`config.mk`:
```
export PLATFORM = sky130hd
export DESIGN_NAME = frame_accumulator
export DESIGN_NICKNAME = d
export VERILOG_FILES = /design/src/rtl/frame_acc_pkg.sv /design/src/rtl/frame_acc_datapath.sv /design/src/rtl/frame_accumulator.sv
export SDC_FILE = /design/constraint.sdc
export NUM_CORES = 1
export LEC_CHECK = 0
export ABC_AREA = 0
export CAP_MARGIN = 20
export CORE_ASPECT_RATIO = 0.6
export CORE_MARGIN = 5
export CORE_UTILIZATION = 46
export CTS_CLUSTER_DIAMETER = 150
export DETAILED_ROUTE_END_ITERATION = 12
export PLACE_DENSITY = 0.86
export SLEW_MARGIN = 20
export SYNTH_ARGS = -nofsm -noshare
export SYNTH_HDL_FRONTEND = slang
export SYNTH_SLANG_ARGS = --single-unit
```
`constraint.sdc`:
```
create_clock -name bus_clk -period 3.9 [get_ports bus_clk]
set_input_delay 0.585 -clock bus_clk [delete_from_list [all_inputs] [get_ports bus_clk]]
set_output_delay 0.585 -clock bus_clk [all_outputs]
set_load 0.01 [all_outputs]
```
`src/rtl/frame_acc_pkg.sv`:
```
`default_nettype none
// ============================================================================
//  Module      : frame_acc_pkg
//  Description : Shared types and helpers for the frame accumulator.
//                Holds the controller state encoding, the frames-done counter
//                width and a generic sign-extension helper.
//  Revision    : 1.0 - initial release
// ============================================================================
package frame_acc_pkg;

  typedef enum logic [0:0] {
    S_ACC   = 1'b0,
    S_WRITE = 1'b1
  } state_t;

  localparam int FRAMES_DONE_W = 16;

  // Widest word the sign-extension helper handles; callers zero-pad their
  // operand up to this width and keep only the low bits of the result.
  localparam int SEXT_MAX_W = 128;

  // Replicates bit [width-1] of value into every bit above it.
  function automatic logic [SEXT_MAX_W-1:0] sext(input logic [SEXT_MAX_W-1:0] value,
                                                 input int                    width);
    logic [SEXT_MAX_W-1:0] r;
    r = value;
    for (int i = 0; i < SEXT_MAX_W; i++) begin
      if (i >= width) r[i] = value[width-1];
    end
    return r;
  endfunction

endpackage
`default_nettype wire

```
`src/rtl/frame_acc_datapath.sv`:
```
`default_nettype none
// ============================================================================
//  Module      : frame_acc_datapath
//  Description : Channel mux, sign extension and accumulator register.
//                Optional saturating addition with sticky clip flag when
//                FRAME_ACC_SAT_EN is defined; wrap-around addition otherwise.
//  Ports       : bus_clk, rst      - clock, synchronous active-high reset
//                ch                - channel currently being drained
//                in_dout           - packed FWFT data of all channels
//                pop               - accumulate the selected word this cycle
//                clear             - result written, restart from zero
//                acc               - accumulator value
//                sat_flag          - sticky clip flag (FRAME_ACC_SAT_EN only)
//  Revision    : 1.0 - initial release
// ============================================================================
module frame_acc_datapath
  import frame_acc_pkg::*;
#(
  parameter int NUM_CH = 2,
  parameter int DATA_W = 32,
  parameter int ACC_W  = 48,
  parameter int CH_W   = 1
) (
  input  logic                     bus_clk,
  input  logic                     rst,
  input  logic [CH_W-1:0]          ch,
  input  logic [NUM_CH*DATA_W-1:0] in_dout,
  input  logic                     pop,
  input  logic                     clear,
  output logic [ACC_W-1:0]         acc
`ifdef FRAME_ACC_SAT_EN
  ,
  output logic                     sat_flag
`endif
);

  logic [DATA_W-1:0]     w_word;
  logic [SEXT_MAX_W-1:0] w_ext_full;
  logic [ACC_W-1:0]      w_ext;
  logic [ACC_W-1:0]      w_next;
  logic [ACC_W-1:0]      r_acc;
  logic                  w_unused_ext;

  assign w_word     = in_dout[int'(ch)*DATA_W +: DATA_W];
  assign w_ext_full = sext({{(SEXT_MAX_W-DATA_W){1'b0}}, w_word}, DATA_W);
  assign w_ext      = w_ext_full[ACC_W-1:0];
  assign w_unused_ext = ^w_ext_full[SEXT_MAX_W-1:ACC_W];

`ifdef FRAME_ACC_SAT_EN
  // One guard bit: overflow shows up as the two top bits disagreeing, and
  // the guard bit then carries the true sign of the unclipped sum.
  logic [ACC_W:0] w_sum_wide;
  logic           w_ovf;
  logic           r_sat;

  assign w_sum_wide = {r_acc[ACC_W-1], r_acc} + {w_ext[ACC_W-1], w_ext};
  assign w_ovf      = w_sum_wide[ACC_W] ^ w_sum_wide[ACC_W-1];

  always_comb begin
    w_next = w_sum_wide[ACC_W-1:0];
    if (w_ovf) begin
      w_next = w_sum_wide[ACC_W] ? {1'b1, {(ACC_W-1){1'b0}}}
                                 : {1'b0, {(ACC_W-1){1'b1}}};
    end
  end

  always_ff @(posedge bus_clk) begin
    if (rst || clear) r_sat <= 1'b0;
    else if (pop && w_ovf) r_sat <= 1'b1;
  end

  assign sat_flag = r_sat;
`else
  assign w_next = r_acc + w_ext;
`endif

  always_ff @(posedge bus_clk) begin
    if (rst)        r_acc <= '0;
    else if (clear) r_acc <= '0;
    else if (pop)   r_acc <= w_next;
  end

  assign acc = r_acc;

endmodule
`default_nettype wire

```
`src/rtl/frame_accumulator.sv`:
```
`default_nettype none
// ============================================================================
//  Module      : frame_accumulator
//  Description : Drains NUM_CH FWFT host FIFOs round-robin, FRAME_LEN words
//                per channel, summing signed words. Emits one sum per channel
//                frame (per_ch_mode=1) or one combined sum (per_ch_mode=0)
//                into the return FIFO. Define FRAME_ACC_SAT_EN for saturating
//                accumulation and the sat_flag output.
//  Ports       : bus_clk, rst      - clock, synchronous active-high reset
//                in_empty/in_rden  - per-channel FIFO empty / pop (one-hot)
//                in_dout           - channel k at [k*DATA_W +: DATA_W]
//                out_full/out_wren - return FIFO full / write strobe
//                out_din           - sum being written
//                per_ch_mode       - sampled at each frame start
//                busy              - frame in progress or awaiting write
//                frames_done       - results written (wrapping)
//                sat_flag          - clip seen in this result (SAT_EN only)
//  Revision    : 1.0 - initial release
// ============================================================================
module frame_accumulator
  import frame_acc_pkg::*;
#(
  parameter int NUM_CH    = 2,
  parameter int DATA_W    = 32,
  parameter int FRAME_LEN = 128,
  parameter int ACC_W     = 48
) (
  input  logic                     bus_clk,
  input  logic                     rst,
  input  logic [NUM_CH-1:0]        in_empty,
  output logic [NUM_CH-1:0]        in_rden,
  input  logic [NUM_CH*DATA_W-1:0] in_dout,
  input  logic                     out_full,
  output logic                     out_wren,
  output logic [ACC_W-1:0]         out_din,
  input  logic                     per_ch_mode,
  output logic                     busy,
  output logic [FRAMES_DONE_W-1:0] frames_done
`ifdef FRAME_ACC_SAT_EN
  ,
  output logic                     sat_flag
`endif
);

  localparam int c_ch_w   = (NUM_CH > 1)    ? $clog2(NUM_CH)    : 1;
  localparam int c_wcnt_w = (FRAME_LEN > 1) ? $clog2(FRAME_LEN) : 1;
  localparam logic [c_ch_w-1:0]   c_ch_last   = c_ch_w'(NUM_CH - 1);
  localparam logic [c_wcnt_w-1:0] c_wcnt_last = c_wcnt_w'(FRAME_LEN - 1);

  state_t                   r_state;
  logic [c_ch_w-1:0]        r_ch;
  logic [c_wcnt_w-1:0]      r_wcnt;
  logic [FRAMES_DONE_W-1:0] r_frames_done;
  logic                     r_mode_q;

  logic w_cur_empty;
  logic w_pop;
  logic w_wr;
  logic w_frame_start;
  logic w_mode;

  always_comb begin
    w_cur_empty = 1'b1;
    for (int k = 0; k < NUM_CH; k++) begin
      if (int'(r_ch) == k) w_cur_empty = in_empty[k];
    end
  end

  assign w_pop         = (r_state == S_ACC) && !w_cur_empty;
  assign w_wr          = (r_state == S_WRITE) && !out_full;
  assign w_frame_start = (r_state == S_ACC) && (r_ch == '0) && (r_wcnt == '0);

  // The mode register only loads at frame start, so on that very cycle the
  // live input is the value in force (matters when FRAME_LEN == 1).
  assign w_mode = w_frame_start ? per_ch_mode : r_mode_q;

  always_comb begin
    in_rden = '0;
    for (int k = 0; k < NUM_CH; k++) begin
      in_rden[k] = w_pop && (int'(r_ch) == k);
    end
  end

  always_ff @(posedge bus_clk) begin
    if (rst) begin
      r_state       <= S_ACC;
      r_ch          <= '0;
      r_wcnt        <= '0;
      r_frames_done <= '0;
      r_mode_q      <= 1'b0;
    end else begin
      if (w_frame_start) r_mode_q <= per_ch_mode;
      case (r_state)
        S_ACC: begin
          if (w_pop) begin
            if (r_wcnt != c_wcnt_last) begin
              r_wcnt <= r_wcnt + 1'b1;
            end else if (w_mode || (r_ch == c_ch_last)) begin
              r_state <= S_WRITE;
            end else begin
              r_ch   <= r_ch + 1'b1;
              r_wcnt <= '0;
            end
          end
        end
        S_WRITE: begin
          if (!out_full) begin
            r_wcnt        <= '0;
            r_frames_done <= r_frames_done + 1'b1;
            r_ch          <= (r_ch == c_ch_last) ? '0 : r_ch + 1'b1;
            r_state       <= S_ACC;
          end
        end
        default: r_state <= S_ACC;
      endcase
    end
  end

  frame_acc_datapath #(
    .NUM_CH (NUM_CH),
    .DATA_W (DATA_W),
    .ACC_W  (ACC_W),
    .CH_W   (c_ch_w)
  ) u_datapath (
    .bus_clk  (bus_clk),
    .rst      (rst),
    .ch       (r_ch),
    .in_dout  (in_dout),
    .pop      (w_pop),
    .clear    (w_wr),
    .acc      (out_din)
`ifdef FRAME_ACC_SAT_EN
    ,
    .sat_flag (sat_flag)
`endif
  );

  assign out_wren    = w_wr;
  assign frames_done = r_frames_done;
  assign busy        = (r_state == S_WRITE) || (r_wcnt != '0) ||
                       ((r_ch != '0) && !r_mode_q);

endmodule
`default_nettype wire

```
==> metrics.md <==
| Metric | Value |
|---|---|
| Max Fclk | `0.267 GHz` |
| Hold path depth | `2` |
| Synth Instances | `760` |
| Final Cycle Share | `0.962` |
| Final slew viol count | `0` |
| Power Density | `396 nW/um^2` |
| Finished Layout Cells | `1,076` |
| Largest fanout on the critical path | `23` |
| Fin Hold WS | `~480 ps` |
| Placed instance count | `1,060` |
| Routed WL | `18,300 um` |
| Layout cells sized above 1 | `0.117` |
| First drt pass iteration count | `5` |
| Max-cap viol count | `0` |
| Cts hold-fix bufs | `0` |
| Final ANT Viol Nets | `0` |
| Status | `completed` |
| Reg2reg end | `u_datapath.acc[47]$_SDFFE_PP0P_` |
| Inserted Clock Buffers | `9` |
| Slowest stage cell on the critical path | `dfxtp_2` |
| Final TNS setup | `0 ps` |
| Most common cell in the synthesized netlist | `nand2_1` |
| Slew @ Worst Pin | `662 ps` |
| Total GRT Usage | `0.238` |
| Yosys warns | `0` |
| Distinct cells, synth | `62` |
| Hold path start | `u_datapath.acc[13]$_SDFFE_PP0P_` |
| CP Capture Type | `register` |
| Synth top cells by count | `110 x nand2_1, 84 x a21oi_1, 74 x dfxtp_1, 59 x nor2_1, 50 x ha_1` |
| Top delay family on crit path | `compound AO/OA/AOI/OAI gates` |
| Syn avg cell area | `7.74 um^2` |
| Static leakage | `3.34 nW` |
| Initial Util | `0.464` |
| EDFF count, synth | `0` |
| R2R cell count | `13` |
| Clock transition at path regs | `around 70 ps` |
| HPWL after detailed placement | `14,100 um` |
| Worst EP arrival | `between 4000 and 5000 ps` |
| Fin. Hold Viols | `0` |
| DIE WIDTH | `156 um` |
| Reg2reg setup slack | `150 ps` |
| Synth Register Bits | `74` |
| PortBufs | `roughly 140` |
| Clock Skew | `8.09 ps` |
| CP Class | `register to register` |
| Largest buffer count on any clock path | `2` |
| RSZ-0062 raised after global routing | `no` |
| Core footprint | `12,700 um^2` |
| NumNets Final | `1,022` |
| CTS tree | `yes` |
| Global-route wire length before repair | `30,200 um` |
| CP cell instances | `buf_12 -> mux2_2 -> ha_1 -> nand2_1 -> nor3_1 -> nand2_1 -> a31oi_1 -> o21ai_1 -> buf_4 -> o21ai_0 -> nand3_1 -> a211o_1 -> nand2_1` |
| Synthesis-to-layout area growth | `34.6%` |
| Min-Delay Path Class | `register to register` |
| # rows | `32` |
| Setup WS pre-CTS | `-139 ps` |
| Leading area contributor after synthesis | `dfxtp_1` |
| CP max stage delay | `just under 500 ps` |
| Type of origin of the critical path | `register` |
| # DRC | `0` |
| WP data required | `about 4200 ps` |
| Hold EP | `u_datapath.acc[13]$_SDFFE_PP0P_` |
| Largest cells by area after synthesis | `dfxtp_1 25%, ha_1 11%, a21oi_1 7.1%, nand2_1 7.0%, mux2_2 6.3%` |
| Boundary pin count | `approximately 140` |
| Setup slack after layout | `between 100 and 150 ps` |
| Initial antenna violation count | `0` |
| Postcts setup bufs | `0` |
| WP buf/inv | `2` |
| Final Setup Violations | `0` |
| Max transition margin | `0.559` |
| Vias post-DR | `a little over 6,000` |
| Post-Syn Area | `5890 um^2` |
| Fraction of registers with async set/reset | `0` |
| CTS root buf | `clkbuf_16` |
| DR iter-0 viols | `610` |
| ANT cells | `0` |
| Seq/Total Area, Yosys | `0.252` |
| Total power | `3.13 mW` |
| Most numerous cell on the critical path | `nand2_1` |
| Yosys top cell area share | `0.252` |
| Post_cts resized | `0` |
| Final Critical Period | `3750 ps` |
| Syn_nets | `slightly below 900` |
| Worst-skew pair later-pin latency | `about 340 ps` |
| Die Span Y | `roughly 98 um` |
| Vias in the first global route | `~6,000` |
| CTS H-tree lvls | `3` |
| Grt total ovfl | `0` |
| Drt wl/cell | `17.0 um` |
| CTS sink count | `74` |
| VDD IR max | `0.248 mV` |
| Ys flop type | `dfxtp_1` |
| Fill count | `1,089` |
| Largest net degree at the start of global routing | `30` |
| Worst R2R Start | `r_ch$_SDFFE_PP0P_` |
| Placer Congestion | `0.997` |
| Die ar. | `roughly 15,000 um^2` |
| Vias per cell | `5.78` |
==> per-layer routing <==
metal | up-vias | track usage | wire length (um)
met5 | - | 0 | 0
met4 | 0 | 0.0498 | 210
met3 | 22 | 0.0645 | 1780
met2 | 271 | 0.342 | 7520
met1 | 2912 | 0.352 | 8780
li1 | 3019 | - | -
==> power by group <==
| part | switching, mW | internal, mW |
|---|---|---|
| clock network | 0.348 | 0.563 |
| registers | 0.0700 | 0.833 |
| logic | 0.693 | 0.628 |
==> logic make-up after synthesis <==
kind of cell,synth area share
AND/OR/NAND/NOR,0.217
AO/OA/AOI/OAI,0.224
flip-flops,0.252
XOR/XNOR,0.0893
buffers and inverters,0.0385
adder cells (fa/ha/maj),0.110
multiplexers,0.0699
==> through the flow <==
| step | instance area, um^2 | util |
|---|---|---|
| 6_report | 7920 | 0.624 |
| 5_1_grt | 7920 | 0.624 |
| 4_1_cts | 7920 | 0.624 |
| 3_5_place_dp | 7600 | 0.599 |
| 3_3_place_gp | 7600 | 0.599 |
| 2_1_floorplan | 5890 | - |
==> worst max path at each step <==
stage                 startpoint                               to  cells past startpoint  slack (ps)
5_1_grt              in_dout[32]  u_datapath.acc[40]$_SDFFE_PP0P_                     13          20
3_3_place_gp         in_dout[32]  u_datapath.acc[40]$_SDFFE_PP0P_                     13         -50
6_report       r_ch$_SDFFE_PP0P_  u_datapath.acc[47]$_SDFFE_PP0P_                     13         150
4_1_cts              in_dout[32]  u_datapath.acc[40]$_SDFFE_PP0P_                     13         190
3_5_place_dp         in_dout[32]  u_datapath.acc[40]$_SDFFE_PP0P_                     13        -140
2_1_floorplan  r_ch$_SDFFE_PP0P_  u_datapath.acc[40]$_SDFFE_PP0P_                     13         140
==> layout by cell type (no fill, tap or decap), types with 5 or more instances in the layout <==
master / n
ha_1: 50
o21bai_1: 5
o21ai_1: 6
nor3_1: 13
nor2b_1: 7
inv_1: 9
xor2_1: 36
a31oi_1: 6
nor4_1: 7
clkbuf_16: 9
a21o_1: 24
and3_1: 18
nand4_1: 13
nor2_1: 59
nand2_1: 110
buf_4: 40
xnor2_1: 24
a211o_1: 5
a211oi_1: 6
nand2b_1: 6
mux2_2: 33
o21ai_0: 31
dfxtp_1: 73
a21oi_1: 84
clkdlybuf4s50_1: 137
nand3_1: 25
==> area by class of cell <==
cell class	count	area, um^2	area share
multi-input cells	629	4180	0.528
repair buffers	178	1690	0.213
clock buffers	10	229	0.0289
clock inverters	6	91.3	0.0115
inverters	9	33.8	0.00426
flip-flops and latches	74	1480	0.187
well taps	170	213	0.0268
==> worst reg2reg max path, cell delays in order (launching register included) <==
cell and delay [ps]:
dfxtp_2 490, buf_12 220, mux2_2 370, ha_1 410
nand2_1 180, nor3_1 300, nand2_1 110, a31oi_1 380
o21ai_1 260, buf_4 210, o21ai_0 280, nand3_1 150
a211o_1 290, nand2_1 60
==> registers in the layout (all words and copies together), names as in the netlist <==
name,count
r_state,1
r_wcnt,7
frames_done,16
u_datapath.acc,48
r_mode_q,1
r_ch,1
(Power assumes the default switching activity.)
